$ cat config.mk
export PLATFORM = sky130hd
export DESIGN_NAME = des_key_sched_flat
export DESIGN_NICKNAME = d
export VERILOG_FILES = /design/src/rtl/des_key_sched_if.sv /design/src/rtl/des_key_sched.sv /design/src/flat_wrapper.sv
export SDC_FILE = /design/constraint.sdc
export NUM_CORES = 1
export LEC_CHECK = 0
export CAP_MARGIN = 15
export CORE_AREA = 2 2 144 160
export DETAILED_ROUTE_END_ITERATION = 16
export DIE_AREA = 0 0 146 162
export HOLD_SLACK_MARGIN = 0.12
export PLACE_DENSITY_LB_ADDON = 0.25
export SYNTH_ARGS = -nofsm -noshare
export SYNTH_HDL_FRONTEND = slang
export SYNTH_SLANG_ARGS = --single-unit
$ cat constraint.sdc
create_clock -name i_clk -period 4 [get_ports i_clk]
set_input_delay 0.8 -clock i_clk [delete_from_list [all_inputs] [get_ports i_clk]]
set_output_delay 0.8 -clock i_clk [all_outputs]
set_load 0.005 [all_outputs]
$ cat src/rtl/des_key_sched_if.sv
// Subkey handshake bundle between the DES key schedule (slave) and the round datapath (master).
interface des_key_sched_if;
  logic [63:0] i_key;
  logic        i_decrypt;
  logic        i_load;
  logic        i_key_ready;
  logic        o_key_valid;
  logic [47:0] o_subkey;
  logic [3:0]  o_round;
  logic        o_last;
  logic        o_busy;

  modport slave (
    input  i_key, i_decrypt, i_load, i_key_ready,
    output o_key_valid, o_subkey, o_round, o_last, o_busy
  );

  modport master (
    output i_key, i_decrypt, i_load, i_key_ready,
    input  o_key_valid, o_subkey, o_round, o_last, o_busy
  );
endinterface

$ cat src/rtl/des_key_sched.sv
// Iterative DES key schedule: one 48-bit round subkey per handshake, encrypt (K1..K16)
// or decrypt (K16..K1) order, with C/D rotated in place between rounds.
module des_key_sched (
  input  logic           i_clk,
  input  logic           i_rst,
  des_key_sched_if.slave bus
);
  typedef enum logic {IDLE, RUN} state_t;

  // Tables in DES bit numbering (bit 1 = MSB).
  localparam int unsigned PC1 [56] = '{
    57, 49, 41, 33, 25, 17,  9,  1, 58, 50, 42, 34, 26, 18,
    10,  2, 59, 51, 43, 35, 27, 19, 11,  3, 60, 52, 44, 36,
    63, 55, 47, 39, 31, 23, 15,  7, 62, 54, 46, 38, 30, 22,
    14,  6, 61, 53, 45, 37, 29, 21, 13,  5, 28, 20, 12,  4
  };
  localparam int unsigned PC2 [48] = '{
    14, 17, 11, 24,  1,  5,  3, 28, 15,  6, 21, 10,
    23, 19, 12,  4, 26,  8, 16,  7, 27, 20, 13,  2,
    41, 52, 31, 37, 47, 55, 30, 40, 51, 45, 33, 48,
    44, 49, 39, 56, 34, 53, 46, 42, 50, 36, 29, 32
  };

  state_t      state_q, state_d;
  logic [27:0] c_q, c_d, d_q, d_d;
  logic [3:0]  round_q, round_d;
  logic        dec_q, dec_d;
  logic [55:0] pc1_key;
  logic [55:0] cd;
  logic [47:0] subkey;

  // Shift schedule indexed 0..15 (S[1]..S[16]).
  function automatic logic [1:0] shift_amt(input logic [3:0] idx);
    return (idx == 4'd0 || idx == 4'd1 || idx == 4'd8 || idx == 4'd15) ? 2'd1 : 2'd2;
  endfunction

  function automatic logic [27:0] rotl(input logic [27:0] x, input logic [1:0] n);
    return (n == 2'd2) ? {x[25:0], x[27:26]} : {x[26:0], x[27]};
  endfunction

  function automatic logic [27:0] rotr(input logic [27:0] x, input logic [1:0] n);
    return (n == 2'd2) ? {x[1:0], x[27:2]} : {x[0], x[27:1]};
  endfunction

  always_comb begin
    pc1_key = '0;
    for (int unsigned i = 0; i < 56; i++)
      pc1_key[6'(55 - i)] = bus.i_key[6'(64 - PC1[i])];
  end

  assign cd = {c_q, d_q};

  always_comb begin
    subkey = '0;
    for (int unsigned i = 0; i < 48; i++)
      subkey[6'(47 - i)] = cd[6'(56 - PC2[i])];
  end

  always_comb begin
    state_d = state_q;
    c_d     = c_q;
    d_d     = d_q;
    round_d = round_q;
    dec_d   = dec_q;
    case (state_q)
      IDLE: begin
        if (bus.i_load) begin
          state_d = RUN;
          round_d = '0;
          dec_d   = bus.i_decrypt;
          if (bus.i_decrypt) begin
            c_d = pc1_key[55:28];
            d_d = pc1_key[27:0];
          end else begin
            c_d = rotl(pc1_key[55:28], 2'd1);
            d_d = rotl(pc1_key[27:0], 2'd1);
          end
        end
      end
      RUN: begin
        if (bus.i_key_ready) begin
          if (round_q == 4'd15) begin
            state_d = IDLE;
          end else begin
            round_d = round_q + 4'd1;
            // Decrypt undoes S[16-round]; ~round_q is the 0-based index 15-round.
            if (dec_q) begin
              c_d = rotr(c_q, shift_amt(~round_q));
              d_d = rotr(d_q, shift_amt(~round_q));
            end else begin
              c_d = rotl(c_q, shift_amt(round_q + 4'd1));
              d_d = rotl(d_q, shift_amt(round_q + 4'd1));
            end
          end
        end
      end
      default: state_d = IDLE;
    endcase
  end

  always_ff @(posedge i_clk) begin
    if (i_rst) begin
      state_q <= IDLE;
      c_q     <= '0;
      d_q     <= '0;
      round_q <= '0;
      dec_q   <= 1'b0;
    end else begin
      state_q <= state_d;
      c_q     <= c_d;
      d_q     <= d_d;
      round_q <= round_d;
      dec_q   <= dec_d;
    end
  end

  assign bus.o_key_valid = (state_q == RUN);
  assign bus.o_subkey    = subkey;
  assign bus.o_round     = round_q;
  assign bus.o_last      = (state_q == RUN) && (round_q == 4'd15);
  assign bus.o_busy      = (state_q != IDLE);
endmodule
$ cat src/flat_wrapper.sv
// flat-port wrapper written by rule: the top's interface ports become plain ports
module des_key_sched_flat 
  (i_clk, i_rst, bus_i_key, bus_i_decrypt, bus_i_load, bus_i_key_ready, bus_o_key_valid, bus_o_subkey, bus_o_round, bus_o_last, bus_o_busy);
  des_key_sched_if bus_i ();
  input  logic i_clk;
  input  logic i_rst;
  input wire logic [$bits(bus_i.i_key)-1:0] bus_i_key;
  input wire logic [$bits(bus_i.i_decrypt)-1:0] bus_i_decrypt;
  input wire logic [$bits(bus_i.i_load)-1:0] bus_i_load;
  input wire logic [$bits(bus_i.i_key_ready)-1:0] bus_i_key_ready;
  output wire logic [$bits(bus_i.o_key_valid)-1:0] bus_o_key_valid;
  output wire logic [$bits(bus_i.o_subkey)-1:0] bus_o_subkey;
  output wire logic [$bits(bus_i.o_round)-1:0] bus_o_round;
  output wire logic [$bits(bus_i.o_last)-1:0] bus_o_last;
  output wire logic [$bits(bus_i.o_busy)-1:0] bus_o_busy;
  assign bus_i.i_key = bus_i_key;
  assign bus_i.i_decrypt = bus_i_decrypt;
  assign bus_i.i_load = bus_i_load;
  assign bus_i.i_key_ready = bus_i_key_ready;
  assign bus_o_key_valid = bus_i.o_key_valid;
  assign bus_o_subkey = bus_i.o_subkey;
  assign bus_o_round = bus_i.o_round;
  assign bus_o_last = bus_i.o_last;
  assign bus_o_busy = bus_i.o_busy;
  des_key_sched u_core (.i_clk(i_clk), .i_rst(i_rst), .bus(bus_i));
endmodule
==> flow_metrics.tcl, run 1 <==
set metrics [dict create \
    status "finished, final reports clean" \
    synth_edf_count 0 \
    worstMarginPinSlew_ns 0.8793 \
    synthArstFlopShare 0 \
    critPathMaxStageDelay_ns 0.55 \
    finalSetupViolations 0 \
    period_share 0.7058 \
    grt_pass1_wl_mm 30.24 \
    syn_avg_cell_area_um2 7.862 \
    hold_viol 0 \
    port_buffers 115 \
    power_density_mw_per_mm2 325.1 \
    clock_power_share 0.359 \
    crit_type "reg2out" \
    dr_wl_met3_um 947 \
    drive_above_1_share 0.1533 \
    firstDrtPassIters 5 \
    wl_met1_mm 8.836 \
    n_fill_cell 2429 \
    cts_buffers 9 \
    cts_sinks 62 \
    drtAntennaViolNets 0 \
    timing.final.max_slew_violations 0 \
    synth_nets 767 \
    synth_warnings 0 \
    vias_per_cell 5.324 \
    grt_pass1_vias 5235 \
    synth_seq_area_share 0.2275 \
    antenna_found_initial 0 \
    routedWlPerCell_um 18.83 \
    slew_headroom 0.4117 \
    grt_max_degree 48 \
    crit_fanout 7 \
    multiInputGateArea_mm2 0.003527 \
    r2r_cells 8 \
    crit_family "buffers and inverters" \
    switching_share 0.3275 \
    min_delay_path_depth 2 \
    syn_area_mm2 0.005456 \
    power.share.sequential 0.358 \
    top_layer "met4" \
    hold_end "u_core.c_q[19]$_SDFFE_PP0P_" \
    rr_startpoint "u_core.bus.o_round[0]$_SDFFE_PP0P_" \
    dpl.hpwl_mm 12.94 \
    worst_slack_ns 1.177 \
    r2r_slack_ns 1.26 \
    fin_crit_ns 2.823 \
    power.switching_mw 0.7166 \
    maxCapViolCount 0 \
    routed_wl_mm 19.19 \
    path_cells "ha_1 -> nand3_1 -> nor2_1 -> clkdlybuf4s50_1" \
    hold_start "u_core.c_q[19]$_SDFFE_PP0P_" \
    worstReg2RegEnd "u_core.d_q[0]$_SDFFE_PP0P_" \
    vias 5425 \
    grt_overflow 0 \
    dieArea_mm2 0.02365 \
    min_path_type "reg2reg" \
    htreeDepth 3 \
    num_rows 57 \
    crit_buf_inv 1 \
    antennaDiodeCount 0 \
    ir_drop_mv 0.2189 \
    cts_setup_buffers 0 \
    grtUsageTotal 0.1593 \
    dp_slack_ns 1.072 \
    ctsResizeCount 0 \
    cp_slowest_cell "clkdlybuf4s50_1" \
    register_area_mm2 0.001244 \
    tns_ns 0 \
    met2_length_mm 9.015 \
    cts-root-buf "clkbuf_16" \
    p_comb_frac 0.284 \
    worstSetupStartpointType "flip-flop" \
    synthFlopType "dfxtp_1" \
    tritoncts "done" \
    postCtsHoldBufs 0 \
    end_kind "output port" \
    cp.arrival_ns 2.02 \
    fp.dieW_um 146 \
    path_clk_slew_ns 0.06 \
    max_freq_mhz 354.2 \
    clock_path_buffers 2 \
    internal_power_mw 1.471 \
    syn_to_final_growth_pct 23.37 \
    drc 0 \
    gp_congestion 0.7268 \
    leakage_nw 2.186 \
    core_area_mm2 0.02197 \
    crit_required_ns 3.20 \
    start_util 0.2484 \
    die_h_um 162 \
    layout.nets 792 \
    synth_cell_types 44 \
    num_io_pins 124 \
    rsz0062_at_grt "no" \
    synthCells 694 \
    clock_latency_ns 0.34 \
    skew_ns 0.01162 \
    drt-initial-drc-count 300 \
    hold_ws_ns 0.5117 \
    synth-seq-cells 62 \
]
sequential cells by signal, summed over array words and instances (netlist names):
signal              cells
u_core.bus.o_busy       1
u_core.dec_q            1
u_core.d_q             28
u_core.c_q             28
u_core.bus.o_round      4
routing by layer:
| layer | GRT usage | vias up |
|---|---|---|
| li1 | - | 2607 |
| met1 | 0.2129 | 2663 |
| met2 | 0.2586 | 136 |
| met3 | 0.02837 | 19 |
| met4 | 0.05605 | 0 |
| met5 | 0 | - |
synthesized netlist by cell type, types with 2 or more instances:
cell      instances  area share
nand2b_1          2      0.0023
a31o_1           23       0.037
buf_4            50       0.069
buf_6             5       0.010
o221ai_2         13       0.036
a32o_1           13       0.024
o31ai_1           8       0.011
dfxtp_1          62        0.23
inv_1             3      0.0021
nand2_1          92       0.063
a21o_1            3      0.0041
nor4_1           13       0.015
o221ai_1          7       0.011
or3_1             4      0.0046
mux2_2           27       0.056
a21oi_1          27       0.025
and2_1            2      0.0023
nand3_1           2      0.0018
o32ai_1          23       0.037
buf_1             4      0.0028
ha_1              4      0.0092
clkbuf_1         42       0.029
o31ai_2          12       0.028
mux2_4           13       0.036
buf_2            19       0.017
nor2b_1          13       0.015
nor2_1           20       0.014
nor3_1          136        0.12
a211oi_1         13       0.018
mux2i_1          25       0.046
cells by family (layout without fill, tap and decap cells):
kind of cell             Yosys count  in the layout  share of synthesized area
multiplexers                      65             65                     0.1374
buffers and inverters            124            154                     0.1330
AND/OR/NAND/NOR                  289            289                     0.2502
XOR/XNOR                           1              1                   0.001605
flip-flops                        62             62                     0.2275
adder cells (fa/ha/maj)            4              4                   0.009173
AO/OA/AOI/OAI                    149            149                     0.2412
layout make-up:
class / instances / share of cell area
Sequential cell: 62 / 0.1848
Clock buffer: 12 / 0.03513
Tap cell: 295 / 0.05483
Inverter: 3 / 0.001673
Clock inverter: 4 / 0.007063
Timing Repair Buffer: 135 / 0.1926
Multi-Input combinational cell: 508 / 0.5240
per-stage QoR:
stage / instance area [um2] / cells / utilization / power, mW
floorplan: 5456 / 694 / - / 1.190
global placement: 6447 / 1003 / 0.2935 / 1.418
detailed placement: 6447 / 1003 / 0.2935 / 1.418
CTS: 6731 / 1019 / 0.3064 / 2.216
global route: 6731 / 1019 / 0.3064 / 2.298
finish: 6731 / 1019 / 0.3064 / 2.188
how the worst max path moves through the flow:
stage                                                  start                           to  slack, ns  depth (start not counted)
after floorplan                                bus_i_decrypt  u_core.d_q[26]$_SDFFE_PP0P_       1.83                          7
after global placement                       bus_i_key_ready   u_core.c_q[0]$_SDFFE_PP0P_       1.12                          7
after detailed placement                     bus_i_key_ready   u_core.c_q[9]$_SDFFE_PP0P_       1.07                          7
after CTS                 u_core.bus.o_round[1]$_SDFFE_PP0P_                   bus_o_last       1.09                          4
after global routing      u_core.bus.o_round[1]$_SDFFE_PP0P_                   bus_o_last       1.03                          4
final                     u_core.bus.o_round[1]$_SDFFE_PP0P_                   bus_o_last       1.18                          4
cell usage in the layout, fill, tap and decap left out, types with 19 or more instances in the layout:
| cell type | n |
|---|---|
| a21oi_1 | 26 |
| a31o_1 | 23 |
| buf_4 | 20 |
| clkdlybuf4s50_1 | 114 |
| dfxtp_1 | 60 |
| mux2_2 | 27 |
| mux2i_1 | 25 |
| nand2_1 | 91 |
| nor2_1 | 19 |
| nor3_1 | 136 |
| o32ai_1 | 23 |
power groups by stage:
stage	clock network, mW	registers, mW	logic, mW
4_1_cts	0.807	0.783	0.625
3_5_place_dp	0	0.796	0.622
2_1_floorplan	0	0.746	0.443
3_3_place_gp	0	0.797	0.621
5_1_grt	0.828	0.795	0.676
6_report	0.785	0.782	0.621
worst reg2reg max path, stage by stage, from the launching register on:
cell and delay [ns]:
dfxtp_1 0.43, inv_1 0.11, ha_1 0.24, a21o_1 0.22, a22oi_4 0.50, buf_4 0.43
mux2_4 0.36, o221ai_2 0.22, o31ai_2 0.11
(Power assumes the default switching activity.)
==> inputs of run 2 (changes only) <==
==> constraint.sdc (replaced) <==
create_clock -name i_clk -period 2.8 [get_ports i_clk]
set_input_delay 0.56 -clock i_clk [delete_from_list [all_inputs] [get_ports i_clk]]
set_output_delay 0.56 -clock i_clk [all_outputs]
set_load 0.005 [all_outputs]
==> run 2 against run 1 <==
Compared with the run above: clock skew decreased by 0.0036 ns; largest power group unchanged; worst setup slack got worse by 1.0 ns; largest cell class unchanged; sequential power up 41%; critical endpoint unchanged; hold slack better by 0.0091 ns; total power up 49%.
==> flow_metrics.tcl, run 2 (same netlist as run 1, synthesis figures left out) <==
set metrics [dict create \
    grt_pass1_vias 5221 \
    cts_buffers 9 \
    routedWlPerCell_um 18.26 \
    crit_fanout 7 \
    path_clk_slew_ns 0.06 \
    critPathMaxStageDelay_ns 0.54 \
    clock_power_share 0.378 \
    fp.dieW_um 146 \
    crit_type "reg2out" \
    vias 5350 \
    drtAntennaViolNets 0 \
    min_path_type "reg2reg" \
    cp.depth 4 \
    firstDrtPassIters 4 \
    worstSetupStartpointType "flip-flop" \
    skew_ns 0.008051 \
    syn_to_final_growth_pct 26.09 \
    p_comb_frac 0.283 \
    max_freq_mhz 379.3 \
    dr_wl_met3_um 942 \
    grt_pass1_wl_mm 29.99 \
    dieArea_mm2 0.02365 \
    final_common_cell "nor3_1" \
    drive_above_1_share 0.1655 \
    startpoint "u_core.bus.o_round[1]$_SDFFE_PP0P_" \
    most-common-layout-cells "136 x nor3_1, 114 x clkdlybuf4s50_1, 91 x nand2_1, 60 x dfxtp_1, 27 x mux2_2" \
    hold_ws_ns 0.5208 \
    grtUsageTotal 0.1573 \
    num_io_pins 124 \
    hold_viol 0 \
    maxCapViolCount 0 \
    timing.final.max_slew_violations 0 \
    path_cells "ha_2 -> nand3_1 -> nor2_1 -> clkdlybuf4s50_1" \
    ir_drop_mv 0.2443 \
    tritoncts "done" \
    grt_overflow 0 \
    postCtsHoldBufs 0 \
    die_h_um 162 \
    rr_startpoint "u_core.bus.o_round[0]$_SDFFE_PP0P_" \
    cts_sinks 62 \
    gp_congestion 0.7619 \
    antennaDiodeCount 0 \
    top_layer "met4" \
    status "finished, final reports clean" \
    tns_ns 0 \
    leakage_nw 2.252 \
    drt-initial-drc-count 321 \
    core_area_mm2 0.02197 \
    r2r_cells 8 \
    cp_slowest_cell "clkdlybuf4s50_1" \
    vias_per_cell 5.214 \
    num_rows 57 \
    crit_buf_inv 1 \
    routed_wl_mm 18.73 \
    min_delay_path_depth 2 \
    crit_family "buffers and inverters" \
    end_kind "output port" \
    start_util 0.2484 \
    clock_path_buffers 2 \
    cts-root-buf "clkbuf_16" \
    slew_headroom 0.5219 \
    worstMarginPinSlew_ns 0.7171 \
    hold_start "u_core.c_q[19]$_SDFFE_PP0P_" \
    rsz0062_at_grt "no" \
    layout.nets 799 \
    port_buffers 115 \
    crit_required_ns 2.24 \
    finalSetupViolations 0 \
    wl_met1_mm 8.915 \
    period_share 0.9417 \
    clock_latency_ns 0.34 \
    antenna_found_initial 0 \
    power_density_mw_per_mm2 472.5 \
    fin_crit_ns 2.637 \
    htreeDepth 3 \
    dpl.hpwl_mm 12.66 \
    internal_power_mw 2.213 \
    n_fill_cell 2382 \
    cts_setup_buffers 0 \
    met2_length_mm 8.777 \
    power.share.sequential 0.339 \
    drc 0 \
    power.switching_mw 1.038 \
    grt_max_degree 71 \
    cp.arrival_ns 2.08 \
    switching_share 0.3194 \
]
run 2: cell count changes in the layout (fill, tap and decap cells not counted):
cell       before  now
buf_4          20   22
clkbuf_1        3    1
bufinv_16       1    2
buf_12          0    5
ha_1            4    3
clkinv_4        0    1
ha_2            0    1
run 2: final timing paths:
| path | endpoint | slack, ns |
|---|---|---|
| min reg2reg | u_core.c_q[19]$_SDFFE_PP0P_ | 0.52 |
| min | u_core.c_q[19]$_SDFFE_PP0P_ | 0.52 |
| max reg2reg | u_core.d_q[27]$_SDFFE_PP0P_ | 0.41 |
| max | bus_o_last | 0.16 |
run 2: metal layers:
layer  GRT usage  vias up
li1            -     2623
met1      0.2151     2582
met2      0.2579      137
met3     0.03202        8
met4     0.03133        0
met5           0        -
run 2: stage by stage:
step | setup WS [ns] | utilization | std cells | area, um2 | power [mW]
after floorplan | 0.6374 | - | 694 | 5456 | 1.700
after global placement | 0.3342 | 0.2988 | 1010 | 6563 | 2.046
after detailed placement | 0.2956 | 0.2988 | 1010 | 6563 | 2.044
after CTS | 0.1218 | 0.3131 | 1026 | 6878 | 3.288
after global routing | 0.03016 | 0.3132 | 1026 | 6880 | 3.415
final | 0.1633 | 0.3132 | 1026 | 6880 | 3.251
run 2: cell type report:
cell class / count / area, um2 / share of cell area
tap: 295 / 369.1 / 0.05365
clock buffer: 10 / 229.0 / 0.03328
multi-input combinational: 508 / 3530 / 0.5130
clock inverter: 6 / 86.33 / 0.01255
timing repair buffer: 142 / 1411 / 0.2051
sequential: 62 / 1244 / 0.1808
inverter: 3 / 11.26 / 0.001637
run 2: tightest hold or removal path, delay by kind of cell (launching register included):
family | cells | cell delay (ns)
and+or+nand+nor | 1 | 0.08
DFF | 1 | 0.34
AOI/OAI and AO/OA | 1 | 0.05
run 2: power by group through the flow:
stage	registers [mW]	clock network [mW]	logic (mW)
after floorplan	1.07	0	0.633
after global placement	1.12	0	0.922
after detailed placement	1.12	0	0.922
after CTS	1.10	1.26	0.926
after global routing	1.12	1.29	1.00
final	1.10	1.23	0.919
run 2: repair_timing:
item / 4_1_cts / 5_1_grt
hold endpoints to repair: 0 / 0
resized for setup: 0 / 1
endpoints found under the setup margin: 0 / 1
==> inputs of run 3 (changes only) <==
--- a/config.mk
+++ b/config.mk
@@ -11,6 +11,7 @@
 export DIE_AREA = 0 0 146 162
 export HOLD_SLACK_MARGIN = 0.12
 export PLACE_DENSITY_LB_ADDON = 0.25
+export SLEW_MARGIN = 30
 export SYNTH_ARGS = -nofsm -noshare
 export SYNTH_HDL_FRONTEND = slang
 export SYNTH_SLANG_ARGS = --single-unit
==> results of run 3 <==
Same layout as run 2: the final DEF is identical, and so are final timing and power.
